$ cat src/rtl/hififo_pkg.sv
// Shared types and helpers for the PCIe control adapter.
// Holds the interrupt FSM state encoding and the width helpers used by the
// top level and the round-robin arbiter.
package hififo_pkg;

  // Interrupt request FSM: wait for work, present the MSI, then hold off.
  typedef enum logic [1:0] {
    IRQ_IDLE = 2'd0,
    IRQ_REQ  = 2'd1,
    IRQ_HOLD = 2'd2
  } irq_state_t;

  // Width of the outstanding-read counter, sized so MAX_OUTSTANDING itself fits.
  function automatic int ocw_calc(input int max_outstanding);
    return $clog2(max_outstanding + 1);
  endfunction

  // Width of a channel index; at least one bit so single-channel builds stay legal.
  function automatic int idx_width(input int nchan);
    return (nchan > 1) ? $clog2(nchan) : 1;
  endfunction

endpackage

$ cat src/rtl/hififo_rr_arb.sv
// Round-robin channel selector for the MSI path.
// Purely combinational: given the request bits and the last-served channel,
// returns the first requesting channel after it as a one-hot grant and index.
module hififo_rr_arb
  import hififo_pkg::*;
#(
  parameter  int NCHAN = 4,
  localparam int IW    = idx_width(NCHAN)
) (
  input  logic [NCHAN-1:0] req,
  input  logic [IW-1:0]    last,
  output logic [NCHAN-1:0] grant,
  output logic [IW-1:0]    idx
);

  logic [IW-1:0] pos;

  // Scan from the farthest candidate to the nearest so the nearest one after
  // the last-served channel overwrites any earlier hit and wins.
  always_comb begin
    // NOTE: every output of a combinational block gets a default first, so no
    // path through the loop can leave a value unassigned and infer a latch.
    grant = '0;
    idx   = '0;
    pos   = '0;
    for (int k = NCHAN; k >= 1; k--) begin
      pos = IW'((int'(last) + k) % NCHAN);
      if (req[pos]) begin
        grant      = '0;
        grant[pos] = 1'b1;
        idx        = pos;
      end
    end
  end

endmodule

$ cat src/rtl/pcie_ctrl_adapter.sv
// PCIe core control adapter: fabric reset, MSI request sequencing,
// outstanding non-posted read tracking and turn-off acknowledge.
// Optional feature: define HIFIFO_MSI_MULTI_EN for multi-vector MSI, where
// each channel gets its own vector (clamped to the host grant) and only the
// served channel's pending bit clears. Without it a single vector 0 is used
// and one accepted MSI clears every bit that was pending when it was issued.
module pcie_ctrl_adapter
  import hififo_pkg::*;
#(
  parameter  int NCHAN           = 4,
  parameter  int MAX_OUTSTANDING = 32,
  parameter  int HOLDOFF         = 16,
  localparam int OCW             = ocw_calc(MAX_OUTSTANDING),
  localparam int IW              = idx_width(NCHAN)
) (
  input  logic             clock,
  input  logic             reset,
  input  logic             user_reset,
  input  logic             user_lnk_up,
  output logic             pci_reset,
  input  logic [NCHAN-1:0] int_req,
  output logic             cfg_interrupt,
  input  logic             cfg_interrupt_rdy,
  output logic [7:0]       cfg_interrupt_di,
  input  logic [2:0]       cfg_interrupt_mmenable,
  input  logic             cfg_interrupt_msienable,
  input  logic             rd_issue,
  input  logic             cpl_done,
  output logic [OCW-1:0]   outstanding,
  output logic             rd_allow,
  input  logic             cfg_to_turnoff,
  input  logic             tx_busy,
  output logic             cfg_turnoff_ok
);

  localparam logic [OCW-1:0] MAX_OCW   = OCW'(MAX_OUTSTANDING);
  localparam logic [7:0]     HOLD_LOAD = (HOLDOFF > 0) ? 8'(HOLDOFF - 1) : 8'd0;

  irq_state_t       state;
  logic [NCHAN-1:0] pending;
  logic [NCHAN-1:0] clr_mask;
  logic [IW-1:0]    last_served;
  logic [IW-1:0]    sel_idx;
  logic [7:0]       hold_cnt;
  logic [NCHAN-1:0] arb_grant;
  logic [IW-1:0]    arb_idx;
  logic [7:0]       di_next;
  logic             link_rst;
  logic             rst_next;
  logic             accept;
  logic             irq_start;

  // Fabric-side reset causes; rst_next is the value pci_reset takes next edge,
  // letting dependent state clear in the same cycle pci_reset rises.
  assign link_rst  = user_reset | ~user_lnk_up;
  assign rst_next  = reset | link_rst;
  assign accept    = (state == IRQ_REQ) & cfg_interrupt & cfg_interrupt_rdy;
  assign irq_start = (state == IRQ_IDLE) & (|pending) & cfg_interrupt_msienable
                   & ~pci_reset & ~rst_next;

  hififo_rr_arb #(.NCHAN(NCHAN)) u_rr_arb (
    .req   (pending),
    .last  (last_served),
    .grant (arb_grant),
    .idx   (arb_idx)
  );

`ifdef HIFIFO_MSI_MULTI_EN
  logic [7:0] max_vec;
  logic [7:0] chan_vec;
  logic       unused_state;

  // Highest vector the host granted is 2^mmenable - 1; higher channels share it.
  assign max_vec  = 8'((9'd1 << cfg_interrupt_mmenable) - 9'd1);
  assign chan_vec = 8'(arb_idx);
  assign di_next  = (chan_vec > max_vec) ? max_vec : chan_vec;
  assign unused_state = 1'b0;
`else
  logic unused_state;

  // Single-vector build: the vector number and per-channel grant are not needed.
  assign di_next      = 8'd0;
  assign unused_state = ^{cfg_interrupt_mmenable, arb_grant};
`endif

  // Registered fabric reset, forced high while the block itself is in reset.
  always_ff @(posedge clock) begin
    // NOTE: sequential state uses non-blocking assignments so every register
    // samples the pre-edge values of the others, matching real flip-flops.
    if (reset) pci_reset <= 1'b1;
    else       pci_reset <= link_rst;
  end

  // Pending interrupt bits: a new request wins over a same-cycle clear.
  always_ff @(posedge clock) begin
    // NOTE: reset is synchronous and sampled only on the clock edge, so it is
    // the first branch of the clocked block rather than in the sensitivity list.
    if (reset) pending <= '0;
    else       pending <= (accept ? (pending & ~clr_mask) : pending) | int_req;
  end

  // Interrupt FSM with registered cfg_interrupt / vector outputs.
  always_ff @(posedge clock) begin
    if (reset) begin
      state            <= IRQ_IDLE;
      cfg_interrupt    <= 1'b0;
      cfg_interrupt_di <= 8'd0;
      last_served      <= IW'(NCHAN - 1);
      sel_idx          <= '0;
      clr_mask         <= '0;
      hold_cnt         <= 8'd0;
    end else begin
      unique case (state)
        IRQ_IDLE: begin
          if (irq_start) begin
            state            <= IRQ_REQ;
            cfg_interrupt    <= 1'b1;
            cfg_interrupt_di <= di_next;
            sel_idx          <= arb_idx;
`ifdef HIFIFO_MSI_MULTI_EN
            clr_mask         <= arb_grant;
`else
            clr_mask         <= pending;
`endif
          end
        end
        IRQ_REQ: begin
          // An accepted MSI completes even if the link drops in the same cycle.
          if (accept) begin
            cfg_interrupt <= 1'b0;
            last_served   <= sel_idx;
            if (HOLDOFF == 0) begin
              state <= IRQ_IDLE;
            end else begin
              state    <= IRQ_HOLD;
              hold_cnt <= HOLD_LOAD;
            end
          end else if (rst_next || pci_reset) begin
            // Abandon the request; pending bits stay so it is reissued later.
            state         <= IRQ_IDLE;
            cfg_interrupt <= 1'b0;
          end
        end
        IRQ_HOLD: begin
          if (hold_cnt == 8'd0) state    <= IRQ_IDLE;
          else                  hold_cnt <= hold_cnt - 8'd1;
        end
        default: begin
          state         <= IRQ_IDLE;
          cfg_interrupt <= 1'b0;
        end
      endcase
    end
  end

  // Outstanding non-posted reads, saturating at both ends.
  always_ff @(posedge clock) begin
    if (reset || link_rst || pci_reset) begin
      outstanding <= '0;
    end else if (rd_issue && !cpl_done && (outstanding != MAX_OCW)) begin
      outstanding <= outstanding + OCW'(1);
    end else if (cpl_done && !rd_issue && (outstanding != '0)) begin
      outstanding <= outstanding - OCW'(1);
    end
  end

  assign rd_allow = (outstanding < MAX_OCW) & ~cfg_to_turnoff & ~pci_reset;

  // Turn-off acknowledge: set once the link is quiet, held until the request drops.
  always_ff @(posedge clock) begin
    if (reset)                                   cfg_turnoff_ok <= 1'b0;
    else if (!cfg_to_turnoff)                    cfg_turnoff_ok <= 1'b0;
    else if ((outstanding == '0) && !tx_busy)    cfg_turnoff_ok <= 1'b1;
  end

endmodule
$ cat config.mk
export PLATFORM = sky130hd
export DESIGN_NAME = pcie_ctrl_adapter
export DESIGN_NICKNAME = d
export VERILOG_FILES = /design/src/rtl/hififo_pkg.sv /design/src/rtl/hififo_rr_arb.sv /design/src/rtl/pcie_ctrl_adapter.sv
export SDC_FILE = /design/constraint.sdc
export NUM_CORES = 1
export LEC_CHECK = 0
export CAP_MARGIN = 20
export CORE_ASPECT_RATIO = 0.8
export CORE_UTILIZATION = 30
export DETAILED_ROUTE_END_ITERATION = 10
export GPL_TIMING_DRIVEN = 0
export PLACE_DENSITY = 0.67
export SLEW_MARGIN = 20
export SYNTH_ARGS = -nofsm -noshare
export SYNTH_HDL_FRONTEND = slang
export SYNTH_SLANG_ARGS = --single-unit
$ cat constraint.sdc
create_clock -name clock -period 2.53 [get_ports clock]
set_input_delay 0.253 -clock clock [delete_from_list [all_inputs] [get_ports clock]]
set_output_delay 0.253 -clock clock [all_outputs]
set_load 0.01 [all_outputs]
==> results.toml <==
[floorplan]
die_w_um = 78.96
initial_core_util = 0.3111
rows = 22
fp.dieH_um = 63.57
die_area_um2 = 5019
io_pins = 35
coreArea_um2 = 4569

[place]
port_buffers = 22
placedCellCount = 250
hpwlAfterDp_mm = 2.123
routabilityCongestion = 0.7915

[logic_synthesis]
yosysSeqAreaShare = 0.3803
netlist_instances = 161
synth_area_um2 = 1421
ys_warn_count = 0
synthTopCellsByArea = "dfxtp_1, nor2_1, xnor2_1, ha_1, mux2i_1"
netlist.area_leader.share = 0.3803
ys_async_sr_fraction = 0
synth_edf_count = 0
synth.avg_cell_area_um2 = 8.828
ys_types = 40
yosysTopAreaCell = "dfxtp_1"
synth_seq_cells = 27
synthFlopType = "dfxtp_1"
synth_common_cells = "dfxtp_1, nor2_1, a21oi_1"

[global_routing]
grt_pass1_vias = 1116
grt_first_pass_wirelength_mm = 5.009
grt_max_degree = 16
grt_overflow = 0
antenna_found_initial = 0
grt_usage = 0.1264

[power]
powerDensity_nw_per_um2 = 415.1
finalPower_mw = 0.7713
p_leak_nw = 0.7389
peakVddDrop_v = 0.0002499

[sta]
drv_slew = 0
fin_crit_sh = 0.9816
holdWs_ns = 0.1588
rsz0062_at_grt = "true"
final_hold_viol_count = 0
fin_crit_ns = 2.483
setup_violations = 0
finalClockSkew_ns = 0.01155
fmax_mhz = 402.7
worst-slew-pin-transition_ns = 0.8380
slew_headroom = 0.4401

[cells_and_area]
drive_above_1_share = 0.1515
nets = 223
fill_cells = 477
antenna-diode-count = 0
fin_cells = 258
area_delta_synth_final_pct = 30.72

[detailed_routing]
drtIter0Drc = 41
dr.pass1.iters = 4
postRouteAntennaNets = 0
vias = 1153
route.detailed.drc = 0
routed_wl_mm = 2.744
wl_per_cell_um = 10.64
vias_per_cell = 4.469

[worst_setup_path]
required_ns = 2.73
startpoint_type = "register"
worstPathArrival_ns = 2.68
end_kind = "register"
path_class = "register to register"
cp_max_fo = 6

[clock_tree]
cts_root_buf = "clkbuf_8"
clock_latency_ns = 0.28
cts_tree = "done"
cts_sinks = 27
cts_buffers = 3
htreeDepth = 1
clk_path_buf_depth = 2
cts_hold_buf = 0
clk_pin_slew_ns = 0.10

[worst_hold_path]
hold_class = "input pin to register"

[job]
maxCapViolations = 0

[status]
status = "finished clean"
## kinds of logic (layout without fill, tap and decap cells)
logic type / count (synthesis) / count (layout) / synth area share
XOR/XNOR: 9 / 9 / 0.05546
multiplexers: 6 / 6 / 0.04226
AND/OR/NAND/NOR: 61 / 61 / 0.2298
flip-flops: 27 / 27 / 0.3803
other: 1 / 8 / 0.002638
AO/OA/AOI/OAI: 28 / 28 / 0.1329
adder cells (fa/ha/maj): 7 / 7 / 0.06690
buffers and inverters: 22 / 52 / 0.08979
## cell usage in the layout (no fill, tap or decap), types with 4 or more instances in the layout
cell and n:
a21oi_1 10, buf_4 11, clkdlybuf4s50_1 22, conb_1 8, dfxtp_1 26, ha_1 4
inv_1 10, mux2i_1 6, nand2_1 8, nor2_1 27, nor3_1 5, xnor2_1 9
## flip-flops by register name, summed over array words and instances, names as in the netlist
register,flops
cfg_interrupt,1
cfg_turnoff_ok,1
hold_cnt,8
clr_mask,4
pci_reset,1
pending,4
outstanding,6
state,2
## worst max-delay path, cell delays in order, from the launching register on
cell and delay, ns:
dfxtp_4 0.36, or4_4 0.56, o31ai_4 0.19, buf_6 0.16, ha_1 0.15, a21o_1 0.10, nand4_1 0.14, and4b_1 0.23
or4_1 0.46, o31ai_1 0.07
## cell type report
class / instances / area, um2 / share of cell area
Timing Repair Buffer: 26 / 254.0 / 0.1367
Sequential cell: 27 / 544.3 / 0.2929
Tap cell: 60 / 75.07 / 0.04040
Clock buffer: 3 / 41.29 / 0.02222
Multi-Input combinational cell: 119 / 810.8 / 0.4364
Clock inverter: 1 / 5.005 / 0.002694
Inverter: 10 / 37.54 / 0.02020
Buffer: 12 / 90.09 / 0.04848
## repair_timing
| item | CTS | global route |
|---|---|---|
| endpoints found under the hold margin | 0 | 0 |
| pin swaps | 2 | 2 |
| setup buffers | 2 | 2 |
| gates resized for setup | 2 | 2 |
| setup endpoints to repair | 2 | 2 |
## stage by stage
step	TNS (ns)	cell area, um2	worst slack [ns]	util
after detailed placement	-0.2268	1770	-0.1782	0.3875
after floorplan	0	1475	0.01101	-
after global placement	-0.1989	1770	-0.1753	0.3875
after global routing	-0.1051	1858	-0.1039	0.4066
after CTS	0	1839	0.008563	0.4025
final	0	1858	0.04660	0.4066
## per-layer routing
metal / share of wire / vias to the layer above / track usage
met3: 0.048 / 4 / 0.03043
li1: - / 607 / -
met5: 0 / - / 0
met2: 0.45 / 25 / 0.1978
met4: 0.0091 / 0 / 0.03409
met1: 0.49 / 517 / 0.1725
## final timing paths
kind              slack [ns]                           to                         from  cells after the start
setup / recovery        0.05  outstanding[5]$_SDFFE_PP0P_  outstanding[2]$_SDFFE_PP0P_                      9
hold / removal          0.16        state[1]$_SDFFE_PP0P_                        reset                      2
setup reg to reg        0.05  outstanding[5]$_SDFFE_PP0P_  outstanding[2]$_SDFFE_PP0P_                      9
hold reg to reg         0.50     clr_mask[1]$_SDFFE_PP0P_     clr_mask[1]$_SDFFE_PP0P_                      2
## power breakdown
group / internal [mW] / switching, mW
sequential: 0.430 / 0.00502
clock: 0.110 / 0.137
combinational: 0.0507 / 0.0379
total: 0.591 / 0.180
Power figures use the tool's default switching activity.
